===== config.mk =====
export PLATFORM = sky130hd
export DESIGN_NAME = spi_reg_ctrl
export DESIGN_NICKNAME = d
export VERILOG_FILES = /design/src/rtl/spi_reg_ctrl.sv
export SDC_FILE = /design/constraint.sdc
export NUM_CORES = 1
export LEC_CHECK = 0
export CORE_MARGIN = 3
export CORE_UTILIZATION = 51
export CTS_CLUSTER_SIZE = 12
export DETAILED_ROUTE_END_ITERATION = 10
export PLACE_DENSITY = 0.8
export SYNTH_ARGS = -nofsm -noshare
export SYNTH_HDL_FRONTEND = slang
export SYNTH_SLANG_ARGS = --single-unit
export TNS_END_PERCENT = 5

===== constraint.sdc =====
create_clock -name clk50m -period 6.73 [get_ports clk50m]
set_input_delay 1.0095 -clock clk50m [delete_from_list [all_inputs] [get_ports clk50m]]
set_output_delay 1.0095 -clock clk50m [all_outputs]
set_load 0.1 [all_outputs]

===== src/rtl/spi_reg_ctrl.sv =====
// SPI command decoder and register bank: byte-stream writes/reads with 7-bit auto-increment.
// Read data is loaded 1 clk after its data_valid; no backpressure, one byte per clock.
module spi_reg_ctrl #(
  parameter int         NUM_REGS    = 16,
  parameter logic [7:0] ID_VALUE    = 8'hA5,
  parameter logic [7:0] RESET_VALUE = 8'h00
) (
  input  logic                  clk50m,
  input  logic                  rst,
  input  logic                  cs,
  input  logic [7:0]            rx_data,
  input  logic                  data_valid,
  output logic [7:0]            tx_data,
  output logic                  tx_load,
  output logic [8*NUM_REGS-1:0] regs_flat,
  output logic                  wr_strobe,
  output logic [6:0]            wr_addr,
  output logic                  busy,
  output logic                  addr_err
);

  localparam int         IW    = (NUM_REGS > 1) ? $clog2(NUM_REGS) : 1;
  localparam logic [7:0] NREGS = 8'(NUM_REGS);

  typedef enum logic [1:0] {IDLE, CMD, WRITE, READ} state_t;

  state_t     state, state_nxt;
  logic       cs_q1, cs_s, cs_d;
  logic       cs_fall, cs_rise;
  logic [6:0] addr, addr_nxt;
  logic [7:0] regs [NUM_REGS];
  logic [7:0] tx_data_nxt;
  logic       tx_load_nxt;
  logic       wr_en;
  logic       wr_strobe_nxt;
  logic [6:0] wr_addr_nxt;
  logic       addr_err_nxt;
  logic [6:0] rd_addr;
  logic       rd_oob;
  logic [7:0] rd_byte;
  logic       addr_ok;

  function automatic logic in_range(input logic [6:0] a);
    return {1'b0, a} < NREGS;
  endfunction

  // cs_d holds the previous synchronised level for edge detection.
  always_ff @(posedge clk50m or posedge rst) begin
    if (rst) begin
      cs_q1 <= 1'b1;
      cs_s  <= 1'b1;
      cs_d  <= 1'b1;
    end else begin
      cs_q1 <= cs;
      cs_s  <= cs_q1;
      cs_d  <= cs_s;
    end
  end

  assign cs_fall = cs_d & ~cs_s;
  assign cs_rise = ~cs_d & cs_s;
  assign busy    = (state != IDLE);

  // In CMD the read address comes straight from the command byte.
  assign rd_addr = (state == CMD) ? rx_data[6:0] : addr;
  assign rd_oob  = !in_range(rd_addr);
  assign rd_byte = rd_oob ? 8'h00 : regs[rd_addr[IW-1:0]];
  assign addr_ok = in_range(addr);

  always_comb begin
    state_nxt     = state;
    addr_nxt      = addr;
    tx_data_nxt   = tx_data;
    tx_load_nxt   = 1'b0;
    wr_en         = 1'b0;
    wr_strobe_nxt = 1'b0;
    wr_addr_nxt   = wr_addr;
    addr_err_nxt  = addr_err;
    if (cs_fall) begin
      state_nxt   = CMD;
      tx_data_nxt = ID_VALUE;
      tx_load_nxt = 1'b1;
    end else begin
      unique case (state)
        IDLE: ;
        CMD: if (data_valid) begin
          if (rx_data[7]) begin
            state_nxt = WRITE;
            addr_nxt  = rx_data[6:0];
          end else begin
            state_nxt    = READ;
            addr_nxt     = rx_data[6:0] + 7'd1;
            tx_data_nxt  = rd_byte;
            tx_load_nxt  = 1'b1;
            addr_err_nxt = addr_err | rd_oob;
          end
        end
        WRITE: if (data_valid) begin
          if (!addr_ok) begin
            addr_err_nxt = 1'b1;
          end else if (addr != 7'd0) begin
            wr_en         = 1'b1;
            wr_strobe_nxt = 1'b1;
            wr_addr_nxt   = addr;
          end
          addr_nxt = addr + 7'd1;
        end
        READ: if (data_valid) begin
          tx_data_nxt  = rd_byte;
          tx_load_nxt  = 1'b1;
          addr_err_nxt = addr_err | rd_oob;
          addr_nxt     = addr + 7'd1;
        end
      endcase
      if (cs_rise) state_nxt = IDLE;
    end
  end

  always_ff @(posedge clk50m or posedge rst) begin
    if (rst) begin
      state     <= IDLE;
      addr      <= 7'd0;
      tx_data   <= 8'h00;
      tx_load   <= 1'b0;
      wr_strobe <= 1'b0;
      wr_addr   <= 7'd0;
      addr_err  <= 1'b0;
    end else begin
      state     <= state_nxt;
      addr      <= addr_nxt;
      tx_data   <= tx_data_nxt;
      tx_load   <= tx_load_nxt;
      wr_strobe <= wr_strobe_nxt;
      wr_addr   <= wr_addr_nxt;
      addr_err  <= addr_err_nxt;
    end
  end

  // Register 0 is never write-enabled, so it keeps the ID constant.
  always_ff @(posedge clk50m or posedge rst) begin
    if (rst) begin
      for (int i = 0; i < NUM_REGS; i++)
        regs[i] <= (i == 0) ? ID_VALUE : RESET_VALUE;
    end else if (wr_en) begin
      regs[addr[IW-1:0]] <= rx_data;
    end
  end

  for (genvar g = 0; g < NUM_REGS; g++) begin : g_flat
    assign regs_flat[8*g +: 8] = regs[g];
  end

endmodule


; ---- After elaboration in Yosys (flattened, before gate mapping)
; Cells that the tools add are included.
; W data, S select, Z words.
[classes]
n_addsub = 2
mul = 0
div = 0
order_cmp = 5
eq_ne = 12
n_shift = 0
n_mux = 38
n_bitwise = 8
reduce_logical = 15
[ops]
columns = operator, count
row1 = $bwmux W128, 1
row2 = $mux W8, 8
row3 = $bmux W8 S4, 1
row4 = $demux W8 S4, 1
row5 = $mux W7, 4
row6 = $pmux W8 S2, 1
row7 = $mux W1, 15
row8 = $add A7 B1 Y7 const B, 2
row9 = $lt A7 B5 Y1 const B, 2
row10 = $pmux W7 S2, 1
row11 = $reduce_bool A3 Y1, 4
row12 = $ge A5 B5 Y1 const B, 2
row13 = $ne A2 B2 Y1 const B, 5
row14 = $not A4 Y5, 2
row15 = $ne A3 B3 Y1 const B, 3
row16 = $mux W2, 4
row17 = $reduce_and A4 Y1, 2
row18 = $reduce_and A7 Y1, 1
row19 = $reduce_bool A7 Y1, 1
row20 = $lt A5 B1 Y1 const B, 1
row21 = $reduce_and A5 Y1, 1
row22 = $eq A2 B2 Y1 const B, 2
row23 = $reduce_bool A2 Y1, 2
row24 = $not A1 Y1, 3
row25 = other kinds (10), 11
[totals]
reg_bits = 158
latch_bits = 0
mem_bits_rw = 0
rom_bits = 0
input_bits = 12
elab_cells = 106
mem_count = 0

; ---- Logic depth before layout (Yosys ltp)
[depth]
depth_word = 11
depth_mapped = 9

; ---- Worst setup path before layout
; OpenSTA, ideal clock, no wires.
[synth_path]
path_type = input port to flip-flop
startpoint = input port rx_data[0]
endpoint = register tx_data[1]
arrival_time_ps = 2515
required_ps = 6601
setup_slack_ps = 4086
stages = 6
path_cell_list = clkbuf_1 > a21oi_2 > buf_4 > mux4_2 > a22oi_1 > nand3_1
[synth_between]
elab_chain_cells = 10
[synth_lines]
columns = item, line_no
row1 = "start, declared", 11  ; input logic [7:0] rx_data,
row2 = $mux W7 (*), 65  ; assign rd_addr = (state == CMD) ? rx_data[6:0] : addr;
row3 = $not A4 Y5 (implied by the code), 67  ; assign rd_byte = rd_oob ? 8'h00 : regs[rd_addr[IW-1:0]];
row4 = $bmux W8 S4, 67
row5 = $mux W8 (implied by the code) (2 in series), 67
row6 = $mux W8 (*), 67
row7 = $mux W8, 87  ; if (rx_data[7]) begin
row8 = $mux W8, 86  ; CMD: if (data_valid) begin
row9 = $pmux W8 S2 (*), 84  ; unique case (state)
row10 = $mux W8 (*), 79  ; if (cs_fall) begin
row11 = "end signal, assigned", 131  ; tx_data <= tx_data_nxt;
row12 = "end, declared", 13  ; output logic [7:0] tx_data,
; Mark *: on every way between the ends. The rest lies on a longest branch, timed or not. The select of a mux whose other input is x is not followed.
; A chain may end at the register's enable or synchronous reset.

; ---- Worst setup path in the final report
[layout_path]
startpoint = register state[1]
endpoint = output port busy
[layout_between]
elab_chain_cells = 1
[layout_lines]
columns = item, line_no
row1 = "start, declared", 27  ; state_t state, state_nxt;
row2 = "start signal, assigned", 129  ; state <= state_nxt;
row3 = $reduce_bool A2 Y1, 62  ; assign busy = (state != IDLE);
row4 = "end, declared", 18  ; output logic busy,
; No other way between the ends.

==> impl_metrics.ini <==
[grt]
grt_first_pass_wirelength_mm = 32.00
grt_pass1_vias = 5555
grt_util_all_layers_pct = 26.26
antenna_found_initial = 0
grt_overflow_total = 0
grt_max_degree = 108

[synthesis]
synth_top_family_by_area = multiplexers
yosysWarnings = 0
synth_mux_area_share_pct = 26.52
yosysSeqAreaShare_pct = 53.73
synth_ff_type = dfrtp_1
synth_area_sq_um = 7375
syn_nets = 578
synth_edf_count = 0
synthAdderAreaFrac_pct = 1.188
synth_area_per_cell_sq_um = 13.19
synth-simple-area-share_pct = 8.110
syn_inst = 559
yosysUniqueCellTypes = 50
synth-compound-area-share_pct = 6.515
synth_xor_area_share_pct = 0.7126
synth_async_sr_flop_share_pct = 100.0
ys_seq_elements = 158

[worst_setup_path]
rrSetupSlack_ns = 3.75
endpoint_kind = output pin
worstPathArrival_ns = 2.63
path_max_fanout = 27
cp-start-kind = flip-flop
crit_required_ns = 5.72
crit_type = reg2out

[clock_tree]
clkLatencyLatePin_ns = 0.42
cts_resized = 0
cts-hold-fix-buffers = 0
post-cts-setup-buffers = 0
htreeDepth = 4
cts-root-buf = clkbuf_16
cts_buffer_depth = 2
numCtsBuffers = 17
cts_sinks = 158
cts_tree = done
clk_transition_reported_paths_ns = 0.06

[sta]
fmax_ghz = 0.2749
hold_viol = 0
rsz0062_at_grt = false
finalSetupViolations = 0
clock_skew_ns = 0.006271
tightest_slew_ns = 1.049
worst_hold_slack_ns = 0.3562
slew_violations = 0
fin_tns_setup_ns = 0
fin_crit_sh_pct = 54.06
relSlewSlack_pct = 29.83
post-route-min-period_ns = 3.638

[final_layout]
antenna_cells = 0
area_growth_pct = 29.59
fillers = 968
multi_input_area_sq_um = 3182
final_area_sq_um = 9557
final_cell_mix = 158 x clkdlybuf4s50_1, 151 x dfrtp_1, 117 x mux2_2
drive_above_1_share_pct = 27.71
ff_latch_area_sq_um = 3963
final_common_cell = clkdlybuf4s50_1
nNetsFinal = 718

[run]
cap_violations = 0

[power]
p_per_area_nw_per_um2 = 314.5
p_leak_uw = 0.004366
power_uw = 3005
ir_drop_v = 0.0002787

[die]
die_w_um = 126.3
die_height_um = 126.3
rows = 43
io_pins = 159
start_util_pct = 52.72
fp.dieArea_sq_um = 15940
coreArea_sq_um = 13990

[place]
port_buffers = 158
gp_congestion = 0.8684
placed_area_sq_um = 9029
dp_hpwl_mm = 14.29

[drt]
routed_wl_mm = 20.55
firstDrtPassIters = 5
via_per_inst = 6.046
ant_nets = 0
wl_per_cell_um = 23.07
drc = 0
vias = 5387
dr.first_iter.drc_count = 515

[status]
status = finished, final reports clean

[hold_path]
hp-class = reg2reg
## power by group
group | internal (uW) | switching (uW)
Clock | 503 | 362
Combinational | 289 | 714
Sequential | 1030 | 112
## final timing paths
path | from | endpoint | depth (start not counted)
worst max-delay path | state[1] | busy | 2
worst min-delay path | cs_q1 | cs_s | 0
worst max register to register | state[1] | tx_data[6] | 6
worst min register to register | cs_q1 | cs_s | 0
max in group asynchronous | rst | regs_flat[6] | 3
min in group asynchronous | rst | regs_flat[39] | 2
## cell families after synthesis
group                    after synthesis
AND/OR/NAND/NOR                      113
XOR/XNOR                               6
adder cells (fa/ha/maj)                7
multiplexers                         149
flip-flops                           158
AO/OA/AOI/OAI                         76
buffers and inverters                 50
## critical path, cell delays in order (launching register included)
cell and delay, ns:
dfrtp_1 0.81, or2_2 0.25, clkdlybuf4s50_1 1.13
## through the flow
stage | setup WS [ns] | util (%) | std cells
2_1_floorplan | 1.469 | - | 559
3_3_place_gp | 2.986 | 64.54 | 860
3_5_place_dp | 2.894 | 64.54 | 860
4_1_cts | 3.103 | 68.32 | 891
5_1_grt | 2.993 | 68.32 | 891
6_report | 3.092 | 68.32 | 891
## sequential cells by signal, indices dropped and copies added (netlist names)
name	count
regs_flat	128
tx_data	8
addr	7
wr_addr	7
state	2
addr_err	1
cs_d	1
cs_q1	1
cs_s	1
tx_load	1
wr_strobe	1
## routing by layer
layer,vias up,part of all wire (%),GRT usage [%]
met2,232,49,42.22
met4,0,2.4,9.779
li1,2331,-,-
met5,-,0,0
met3,44,8.0,7.803
met1,2780,41,33.99
## layout make-up
class                           instances  area share [%]
Timing Repair Buffer                  163           16.94
Sequential cell                       158           41.46
Multi-Input combinational cell        351           33.29
Clock inverter                          8          0.4190
Tap cell                              180           2.357
Inverter                                8          0.4190
Clock buffer                           23           5.106
## synthesized netlist by cell type (all sizes together), types with 3 or more instances
master  number  area, sq um
a221oi       8        70.07
buf         16        105.1
ha           7        87.58
mux2i        3        33.78
xnor2        4        35.03
nor3b        3        32.53
nor2b        3        18.77
o21ai        8        40.04
mux2       122         1381
a22oi       12        90.09
nand4        3        55.05
mux4        24        540.5
o211ai       5        37.54
a21oi       33        168.9
inv          8        35.04
nand4b       3        32.53
nand2       53        201.5
and3         4        25.02
clkbuf      26        97.59
nor3         3        15.01
dfrtp      151         3779
nor2        11        41.29
nand3       16        80.08
and2         4        25.02
a211oi       3        22.52
nand2b       4        25.02
dfstp        7        183.9
Note: power is estimated with default switching activity, not from simulation.
